===== config.mk =====
export PLATFORM = sky130hd
export DESIGN_NAME = game_timer_flat
export DESIGN_NICKNAME = d
export VERILOG_FILES = /design/src/rtl/game_timer_if.sv /design/src/rtl/game_timer.sv /design/src/flat_wrapper.sv
export SDC_FILE = /design/constraint.sdc
export NUM_CORES = 1
export LEC_CHECK = 0
export ABC_AREA = 1
export CORE_AREA = 2 2 73 75
export CTS_CLUSTER_SIZE = 8
export DETAILED_ROUTE_END_ITERATION = 7
export DIE_AREA = 0 0 75 77
export GPL_TIMING_DRIVEN = 0
export PLACE_DENSITY = 0.81
export SLEW_MARGIN = 10
export SYNTH_ARGS = -nofsm -noshare
export SYNTH_HDL_FRONTEND = slang
export SYNTH_SLANG_ARGS = --single-unit
export TNS_END_PERCENT = 5

===== constraint.sdc =====
create_clock -name clk_50M -period 2.37 [get_ports clk_50M]
set_input_delay 0.237 -clock clk_50M [delete_from_list [all_inputs] [get_ports clk_50M]]
set_output_delay 0.237 -clock clk_50M [all_outputs]
set_load 0.05 [all_outputs]

===== src/rtl/game_timer_if.sv =====
// game_timer_if: control inputs and status outputs of the game timer
interface game_timer_if;
  logic        start_n;
  logic        pause;
  logic        collision;
  logic        game_state;
  logic [31:0] game_time;
  logic        sec_tick;
  logic        time_sat;
  modport master(output start_n, pause, collision, input game_state, game_time, sec_tick, time_sat);
  modport slave(input start_n, pause, collision, output game_state, game_time, sec_tick, time_sat);
endinterface


===== src/rtl/game_timer.sv =====
// game_timer: start-key synchronizer, IDLE/RUN/PAUSE/OVER FSM and saturating seconds counter (clk_50M, rst, bus: start_n/pause/collision in, game_state/game_time/sec_tick/time_sat out)
module game_timer #(
  parameter int CLK_FREQ = 50000000,
  parameter int MAX_TIME = 99
) (
  input logic         clk_50M,
  input logic         rst,
  game_timer_if.slave bus
);
  typedef enum logic [1:0] {IDLE, RUN, PAUSE, OVER} state_t;
  state_t      r_state;
  logic        r_s1, r_s2, r_s3;
  logic [2:0]  r_vld;
  logic [25:0] r_presc;
  logic [6:0]  r_time;
  logic        r_tick, r_gs;
  logic        w_start, w_live, w_wrap;
  // r_vld blocks the false edge seen when the key is already held low as the idle-high reset values flush out
  assign w_start = r_vld[2] & r_s3 & ~r_s2;
  assign w_live  = (r_state == RUN) || (r_state == PAUSE);
  assign w_wrap  = r_presc == 26'(CLK_FREQ - 1);
  always_ff @(posedge clk_50M) begin
    if (rst) begin
      r_state <= IDLE;
      r_s1    <= 1'b1;
      r_s2    <= 1'b1;
      r_s3    <= 1'b1;
      r_vld   <= '0;
      r_presc <= '0;
      r_time  <= '0;
      r_tick  <= 1'b0;
      r_gs    <= 1'b0;
    end else begin
      r_s1   <= bus.start_n;
      r_s2   <= r_s1;
      r_s3   <= r_s2;
      r_vld  <= {r_vld[1:0], 1'b1};
      r_tick <= 1'b0;
      if (w_live) begin
        if (bus.collision) begin
          r_state <= OVER;
          r_gs    <= 1'b0;
          r_presc <= '0;
        end else if (bus.pause) r_state <= PAUSE;
        else begin
          r_state <= RUN;
          r_presc <= w_wrap ? '0 : r_presc + 26'd1;
          if (w_wrap && r_time < 7'(MAX_TIME)) begin
            r_time <= r_time + 7'd1;
            r_tick <= 1'b1;
          end
        end
      end else if (w_start && !(r_state == OVER && bus.collision)) begin
        r_state <= RUN;
        r_gs    <= 1'b1;
        r_time  <= '0;
        r_presc <= '0;
      end
    end
  end
  assign bus.game_state = r_gs;
  assign bus.game_time  = {25'd0, r_time};
  assign bus.sec_tick   = r_tick;
  assign bus.time_sat   = r_time == 7'(MAX_TIME);
endmodule


===== src/flat_wrapper.sv =====
// flat-port wrapper written by rule: the top's interface ports become plain ports
module game_timer_flat 
#(
  parameter int CLK_FREQ = 50000000,
  parameter int MAX_TIME = 99
)
  (clk_50M, rst, bus_start_n, bus_pause, bus_collision, bus_game_state, bus_game_time, bus_sec_tick, bus_time_sat);
  game_timer_if bus_i ();
  input logic clk_50M;
  input logic rst;
  input wire logic [$bits(bus_i.start_n)-1:0] bus_start_n;
  input wire logic [$bits(bus_i.pause)-1:0] bus_pause;
  input wire logic [$bits(bus_i.collision)-1:0] bus_collision;
  output wire logic [$bits(bus_i.game_state)-1:0] bus_game_state;
  output wire logic [$bits(bus_i.game_time)-1:0] bus_game_time;
  output wire logic [$bits(bus_i.sec_tick)-1:0] bus_sec_tick;
  output wire logic [$bits(bus_i.time_sat)-1:0] bus_time_sat;
  assign bus_i.start_n = bus_start_n;
  assign bus_i.pause = bus_pause;
  assign bus_i.collision = bus_collision;
  assign bus_game_state = bus_i.game_state;
  assign bus_game_time = bus_i.game_time;
  assign bus_sec_tick = bus_i.sec_tick;
  assign bus_time_sat = bus_i.time_sat;
  game_timer #(.CLK_FREQ(CLK_FREQ), .MAX_TIME(MAX_TIME)) u_core (.clk_50M(clk_50M), .rst(rst), .bus(bus_i));
endmodule

==> key figures, run 1 <==
Clock network
  – Worst skew pair latency: 0.30 ns
  – Root Buffer: clkbuf_8
  – Setup bufs post-CTS: 0
  – H-tree levels: 2
  – Clk buf depth: 2
  – TritonCTS clock tree: yes
  – TritonCTS Buffers: 5
  – Worst-path clk slew: 0.08 ns
  – Clock sinks: 43

Finish
  – Layout cells sized above 1: 17.3%
  – Fill cells: 463
  – Util after Layout: 60.3%
  – Ant. Diodes: 0
  – Post-route insts no fill: 491
  – Final nets: 428
  – Area grow syn2layout: 15.7%

Pwr
  – P_leak: 1.27 nW
  – VDD IR max: 0.457 mV
  – PD cells: 674 nW/µm²

Setup path
  – Crit-path max cell delay: 0.45 ns
  – CP Launch Type: register
  – CP Max Fanout: 6
  – WP data required: 2.13 ns
  – Critical Path Slowest Stage Cell: dlymetal6s2s_1
  – Setup crit end kind: output pin
  – Setup Crit Path Kind: register to output pin
  – Worst Path Arrival: 1.65 ns
  – Worst path cell trace: ha_1, nand2_1, nor4_2, dlymetal6s2s_1
  – Setup slack, reg-to-reg: 0.50 ns

Floorplanning
  – Std-Cell Rows: 26
  – Ports: 40
  – Die outline height: 77 µm
  – Initial cell density of the core: 52.1%
  – Core outline area: 4980 µm²
  – Die area: 5780 µm²
  – Die width: 75 µm

Placed design
  – Pre-CTS WS: 0.411 ns
  – Routability cong.: 0.920
  – Port bufs: 14
  – Placed Instances: 483
  – HPWL after DPL: 4130 µm

Timing
  – Worst hold margin: 0.408 ns
  – Worst setup margin: 0.486 ns
  – Max-slew headroom: 65.1%
  – Final setup viols: 0
  – Clock Skews: 0.00698 ns
  – Setup_tns: 0 ns
  – Fin. Hold Viols: 0
  – Worst-margin pin slew: 0.524 ns
  – Fin crit period: 1.88 ns
  – Max Freq: 531 MHz
  – Final Cycle Share: 79.5%
  – RSZ-0062 raised after global routing: false
  – Slew Viols, Final: 0

Detailed routing
  – Via density: 4.82
  – DRC violations left: 0
  – Drt total wl: 5570 µm
  – Remaining antenna violation count: 0
  – Via count: 2368
  – WL/cell: 11.3 µm
  – Drt pass-1 iters: 4
  – Drt initial violations: 251

Global routing
  – Largest net degree at the start of global routing: 13
  – GRT Overall Usage: 20.9%
  – GRT overflow: 0
  – Vias in the first global route: 2116
  – Initial antenna violation count: 0
  – First-pass GRT wire length: 9570 µm

Yosys
  – FF+latch count, synth: 43
  – Post-synth EDFFs: 0
  – Sequential fraction of the synthesis area: 33.2%
  – Mapped Area: 2590 µm²
  – Async set-or-reset flop fraction in the synthesized netlist: 0%
  – Syn_area_per_cell: 6.91 µm²
  – Top FF cell, synth: dfxtp_1
  – Gate Count Post-Synth: 375
  – Count of warnings emitted by yosys: 0
  – Cell variety after synth: 34

Job
  – Max-Cap Viols: 0

Status
  – Status: completed

Hold path
  – Hold Path Class: register to register
## worst paths after layout
| check | from | endpoint | cells after the start |
|---|---|---|---|
| max | u_core.r_time[0] | bus_time_sat | 4 |
| max reg2reg | u_core.r_state[0] | u_core.r_presc[4] | 10 |
| min reg2reg | u_core.r_s1 | u_core.r_s2 | 1 |
| min | u_core.r_s1 | u_core.r_s2 | 1 |
## logic make-up (layout without fill, tap and decap cells)
group / count (synthesis) / count (layout) / synth area share [%]
simple gates: 212 / 212 / 39.8
buf+inv: 80 / 102 / 16.7
flops: 43 / 43 / 33.2
compound gates: 29 / 29 / 6.37
xor+xnor: 7 / 7 / 2.36
fa+ha+maj: 3 / 3 / 1.45
other cells: 1 / 25 / 0.145
## state kept, by name, indices dropped and copies added, names as in the netlist
signal	count
u_core.bus.sec_tick	1
u_core.r_vld	3
u_core.r_presc	26
u_core.r_s1	1
u_core.r_time	7
u_core.bus.game_state	1
u_core.r_state	2
u_core.r_s2	1
u_core.r_s3	1
## repair_timing
| item | in CTS | in global routing |
|---|---|---|
| resized for setup | 0 | 1 |
| hold buffers | 0 | 0 |
| endpoints found under the setup margin | 0 | 1 |
## cell usage after synthesis (2+ instances only)
| cell | instances | area [µm²] |
|---|---|---|
| or2_2 | 2 | 12.5 |
| nor2_2 | 9 | 56.3 |
| or2_0 | 2 | 12.5 |
| o21ai_0 | 6 | 30.0 |
| o21ai_1 | 3 | 15.0 |
| clkbuf_1 | 3 | 11.3 |
| nand4_1 | 12 | 75.1 |
| inv_1 | 43 | 161 |
| a21oi_2 | 2 | 17.5 |
| buf_6 | 5 | 56.3 |
| dfxtp_1 | 43 | 861 |
| nand2_1 | 67 | 251 |
| xor2_1 | 5 | 43.8 |
| nand2_2 | 8 | 50.1 |
| ha_1 | 3 | 37.5 |
| nand2_4 | 3 | 33.8 |
| nor2_1 | 54 | 203 |
| nor2_4 | 3 | 33.8 |
| buf_4 | 25 | 188 |
| a21oi_1 | 14 | 70.1 |
| nand3b_1 | 2 | 15.0 |
| inv_2 | 3 | 11.3 |
| nor3_2 | 4 | 40.0 |
| nor3_1 | 6 | 30.0 |
| xnor2_1 | 2 | 17.5 |
| nand3_1 | 38 | 190 |
## cells in the final DEF (no fill, tap or decap), types with 6 or more instances in the layout
cell	count
dfxtp_1	43
nor2_1	54
nor2_2	9
inv_1	43
nand2_2	8
clkdlybuf4s50_1	13
o21ai_0	6
conb_1	25
a21oi_1	14
nand4_1	12
nand2_1	67
buf_4	25
nand3_1	38
nor3_1	6
## routing by layer
metal / vias up / share of wire, % / track usage (%)
met1: 1063 / 46 / 29.3
met4: 0 / 1.1 / 6.07
met5: - / 0 / 0
li1: 1233 / - / -
met2: 65 / 47 / 32.2
met3: 7 / 5.6 / 3.94
## through the flow
step	power [mW]	instance area [µm²]
finish	2.02	3000
detailed placement	1.57	2920
global route	2.14	3000
CTS	2.03	3000
floorplan	1.42	2690
global placement	1.56	2920
## power by group
group / total (mW) / switching, mW / leakage [nW] / internal, mW
combinational: 0.773 / 0.524 / 0.877 / 0.249
sequential: 0.790 / 0.0274 / 0.348 / 0.763
clock: 0.460 / 0.253 / 0.0422 / 0.207
## worst max-delay path: cells and delay by family, from the launching register on
kind          cells  cell delay, ns
buf+inv           1            0.45
fa+ha+maj         1            0.26
simple gates      2            0.21
flops             1            0.43
## layout make-up
class	count	area, µm²	share of cell area (%)
Multi-Input combinational cell	276	1400	46.5
Clock inverter	1	5.00	0.167
Clock buffer	7	76.3	2.54
Sequential cell	43	861	28.7
Inverter	46	173	5.75
Tap cell	70	87.6	2.92
Timing Repair Buffer	14	143	4.75
Buffer	34	260	8.67
Power figures use the tool's default switching activity.
==> inputs of run 2 (changes only) <==
clock period = 1.75 ns   (was 2.37 ns; I/O delays follow)
==> run 2 against run 1 <==
Non-clock buffer count up 4. Register-to-register slack worse by 0.39 ns. Cell count up 0.41%. Hold slack better by 0.0012 ns. Total power up 40%. Core utilization up 1.9 points. Clock skew up 0.0054 ns. Sequential power up 39%. Via count up 2.4%. First-iteration DRC count down 22%. Global-route usage up 0.35 points. Clock power up 29%.
==> key figures, run 2 (same netlist as run 1, synthesis figures left out) <==
Floorplanning
  – Die outline height: 77 µm (unchanged)
  – Die width: 75 µm (unchanged)
  – Ports: 40 (unchanged)
  – Core outline area: 4980 µm² (unchanged)
  – Initial cell density of the core: 52.1% (unchanged)
  – Std-Cell Rows: 26 (unchanged)
  – Die area: 5780 µm² (unchanged)

Timing
  – RSZ-0062 raised after global routing: true (was false)
  – Final Cycle Share: 95.0%
  – Setup_tns: 0 ns (unchanged)
  – Final setup viols: 0 (unchanged)
  – Max Freq: 601 MHz
  – Fin crit period: 1.66 ns
  – Fin. Hold Viols: 0 (unchanged)
  – Worst-margin pin slew: 0.509 ns (was 0.524 ns)
  – Worst setup margin: 0.0866 ns (was 0.486 ns)
  – Slew Viols, Final: 0 (unchanged)
  – Max-slew headroom: 66.1% (was 65.1%)
  – Clock Skews: 0.0124 ns (was 0.00698 ns)

Setup path
  – CP Max Fanout: 6 (unchanged)
  – Worst path bufs/invs: 1 (unchanged)
  – Critical Path Slowest Stage Cell: clkdlybuf4s50_1 (was dlymetal6s2s_1)
  – Crit-path max cell delay: 0.81 ns (was 0.45 ns)
  – CP Launch Type: register (unchanged)
  – WP data required: 1.57 ns (was 2.13 ns)
  – Worst path cell trace: clkdlybuf4s50_1 (was ha_1, nand2_1, nor4_2, dlymetal6s2s_1)
  – Setup crit end kind: output pin (unchanged)
  – Worst Path Arrival: 1.49 ns (was 1.65 ns)
  – CP delay by family, top: buffers and inverters (unchanged)
  – Setup Crit Path Kind: register to output pin (unchanged)

Pwr
  – Register share of total power: 38.9% (was 39.1%)
  – Clk network pwr share: 20.9% (was 22.7%)
  – Total net switching power: 1.13 mW (was 0.804 mW)
  – Int Pwr: 1.70 mW (was 1.22 mW)
  – Switching share of total power: 39.8% (about the same)
  – VDD IR max: 0.552 mV (was 0.457 mV)
  – Comb pwr share: 40.2% (was 38.2%)
  – PD cells: 915 nW/µm² (was 674 nW/µm²)
  – P_leak: 1.28 nW (was 1.27 nW)

Detailed routing
  – Met2 WL post-DR: 2720 µm (was 2640 µm)
  – Top layer in use: met4 (unchanged)
  – WL/cell: 11.6 µm (was 11.3 µm)
  – WL met1: 2540 µm (was 2550 µm)
  – Drt initial violations: 196 (was 251)
  – Via density: 4.92 (was 4.82)
  – Via count: 2424 (was 2368)
  – DRC violations left: 0 (unchanged)
  – Drt pass-1 iters: 4 (unchanged)
  – Drt total wl: 5720 µm (was 5570 µm)
  – Metal3 WL: 380 µm (was 314 µm)
  – Remaining antenna violation count: 0 (unchanged)

Global routing
  – Largest net degree at the start of global routing: 12 (was 13)
  – First-pass GRT wire length: 9840 µm (was 9570 µm)
  – GRT overflow: 0 (unchanged)
  – Vias in the first global route: 2215 (was 2116)
  – Initial antenna violation count: 0 (unchanged)
  – GRT Overall Usage: 21.2% (was 20.9%)

Finish
  – Ant. Diodes: 0 (unchanged)
  – Final Cell Area: 3090 µm² (was 3000 µm²)
  – Most flop-heavy register: u_core.r_presc (unchanged)
  – Commonest non-fill, non-tap cells in the layout: 67 x nand2_1, 51 x nor2_1, 43 x inv_1 (was 67 x nand2_1, 54 x nor2_1, 43 x inv_1, 43 x dfxtp_1, 38 x nand3_1)
  – Final nets: 432 (was 428)
  – Area grow syn2layout: 19.3% (was 15.7%)
  – Largest regs: u_core.r_presc x26, u_core.r_time x7, u_core.r_vld x3 (unchanged)
  – Max reg flops: 26 (unchanged)
  – Most common cell after layout, fill and taps aside: nand2_1 (unchanged)
  – Post-route insts no fill: 493 (was 491)
  – Layout cells sized above 1: 21.0% (was 17.3%)

Placed design
  – Placed Area: 2930 µm² (was 2920 µm²)
  – HPWL after DPL: 4310 µm (was 4130 µm)
  – Pre-CTS WS: -0.209 ns (was 0.411 ns)
  – Port bufs: 14 (unchanged)
  – Routability cong.: 0.878 (was 0.920)
  – Placed Instances: 483 (unchanged)

Status
  – Status: completed (unchanged)

Clock network
  – Worst-path clk slew: 0.08 ns (about the same)
  – Clock sinks: 43 (unchanged)
  – Worst skew pair latency: 0.30 ns (about the same)
  – TritonCTS Buffers: 5 (unchanged)
  – H-tree levels: 2 (unchanged)
  – Root Buffer: clkbuf_8 (unchanged)
  – Clk buf depth: 2 (unchanged)
  – TritonCTS clock tree: yes (unchanged)
  – Post-CTS Hold Fix Bufs: 0 (unchanged)

Job
  – Max-Cap Viols: 0 (unchanged)

Hold path
  – Hold Path Class: register to register (unchanged)
run 2: cell types whose count changed in the layout (fill, tap and decap cells not counted), sizes merged:
cell	delta
clkdlybuf4s50	-2
clkinv	-1
clkbuf	-1
dlygate4sd2	+2
dlymetal6s2s	-1
buf	+5
run 2: layer usage:
layer	GRT usage (%)	vias up
met5	0	-
met4	5.89	0
met3	4.99	12
met2	33.9	68
met1	28.2	1103
li1	-	1241
run 2: power groups by stage:
stage                     logic (mW)  registers (mW)  clock network [mW]
after global routing            1.24            1.11               0.635
after CTS                       1.08            1.07               0.607
after detailed placement        1.05            1.09                   0
final                           1.14            1.10               0.592
after global placement          1.03            1.09                   0
after floorplan                0.841            1.09                   0
run 2: worst reg2reg max path, cell delays in order (launching register included):
cell,delay [ns]
dfxtp_1,0.39
ha_4,0.25
inv_4,0.08
nand4_4,0.11
nand2_2,0.11
buf_6,0.15
buf_6,0.16
nand4_1,0.08
o21ai_1,0.14
nor2_1,0.06
run 2: what timing repair did:
action	4_1_cts	5_1_grt
setup buffers	0	4
gates resized for setup	12	15
pin swaps	1	0
endpoints found under the setup margin	25	34
run 2: final timing paths:
| path | from | endpoint | slack (ns) | depth (start not counted) |
|---|---|---|---|---|
| min | u_core.r_vld[1] | u_core.r_vld[2] | 0.41 | 2 |
| max reg2reg | u_core.r_state[0] | u_core.r_presc[10] | 0.11 | 9 |
| max | u_core.r_time[0] | bus_game_time[0] | 0.09 | 1 |
| min reg2reg | u_core.r_vld[1] | u_core.r_vld[2] | 0.41 | 2 |
run 2: area by class of cell:
type / instances / area (µm²)
sequential: 43 / 871
buffer: 34 / 264
tap: 70 / 87.6
fill: 465 / 1880
multi-input combinational: 276 / 1450
timing repair buffer: 18 / 169
inverter: 46 / 175
clock buffer: 6 / 72.6
run 2: per-stage QoR:
step	utilization, %	power [mW]	hold WS (ns)
final	62.1	2.83	0.409
after global routing	62.1	2.99	0.423
after global placement	58.9	2.12	0.395
after detailed placement	58.9	2.14	0.399
after CTS	60.4	2.76	0.413
after floorplan	-	1.93	0.248
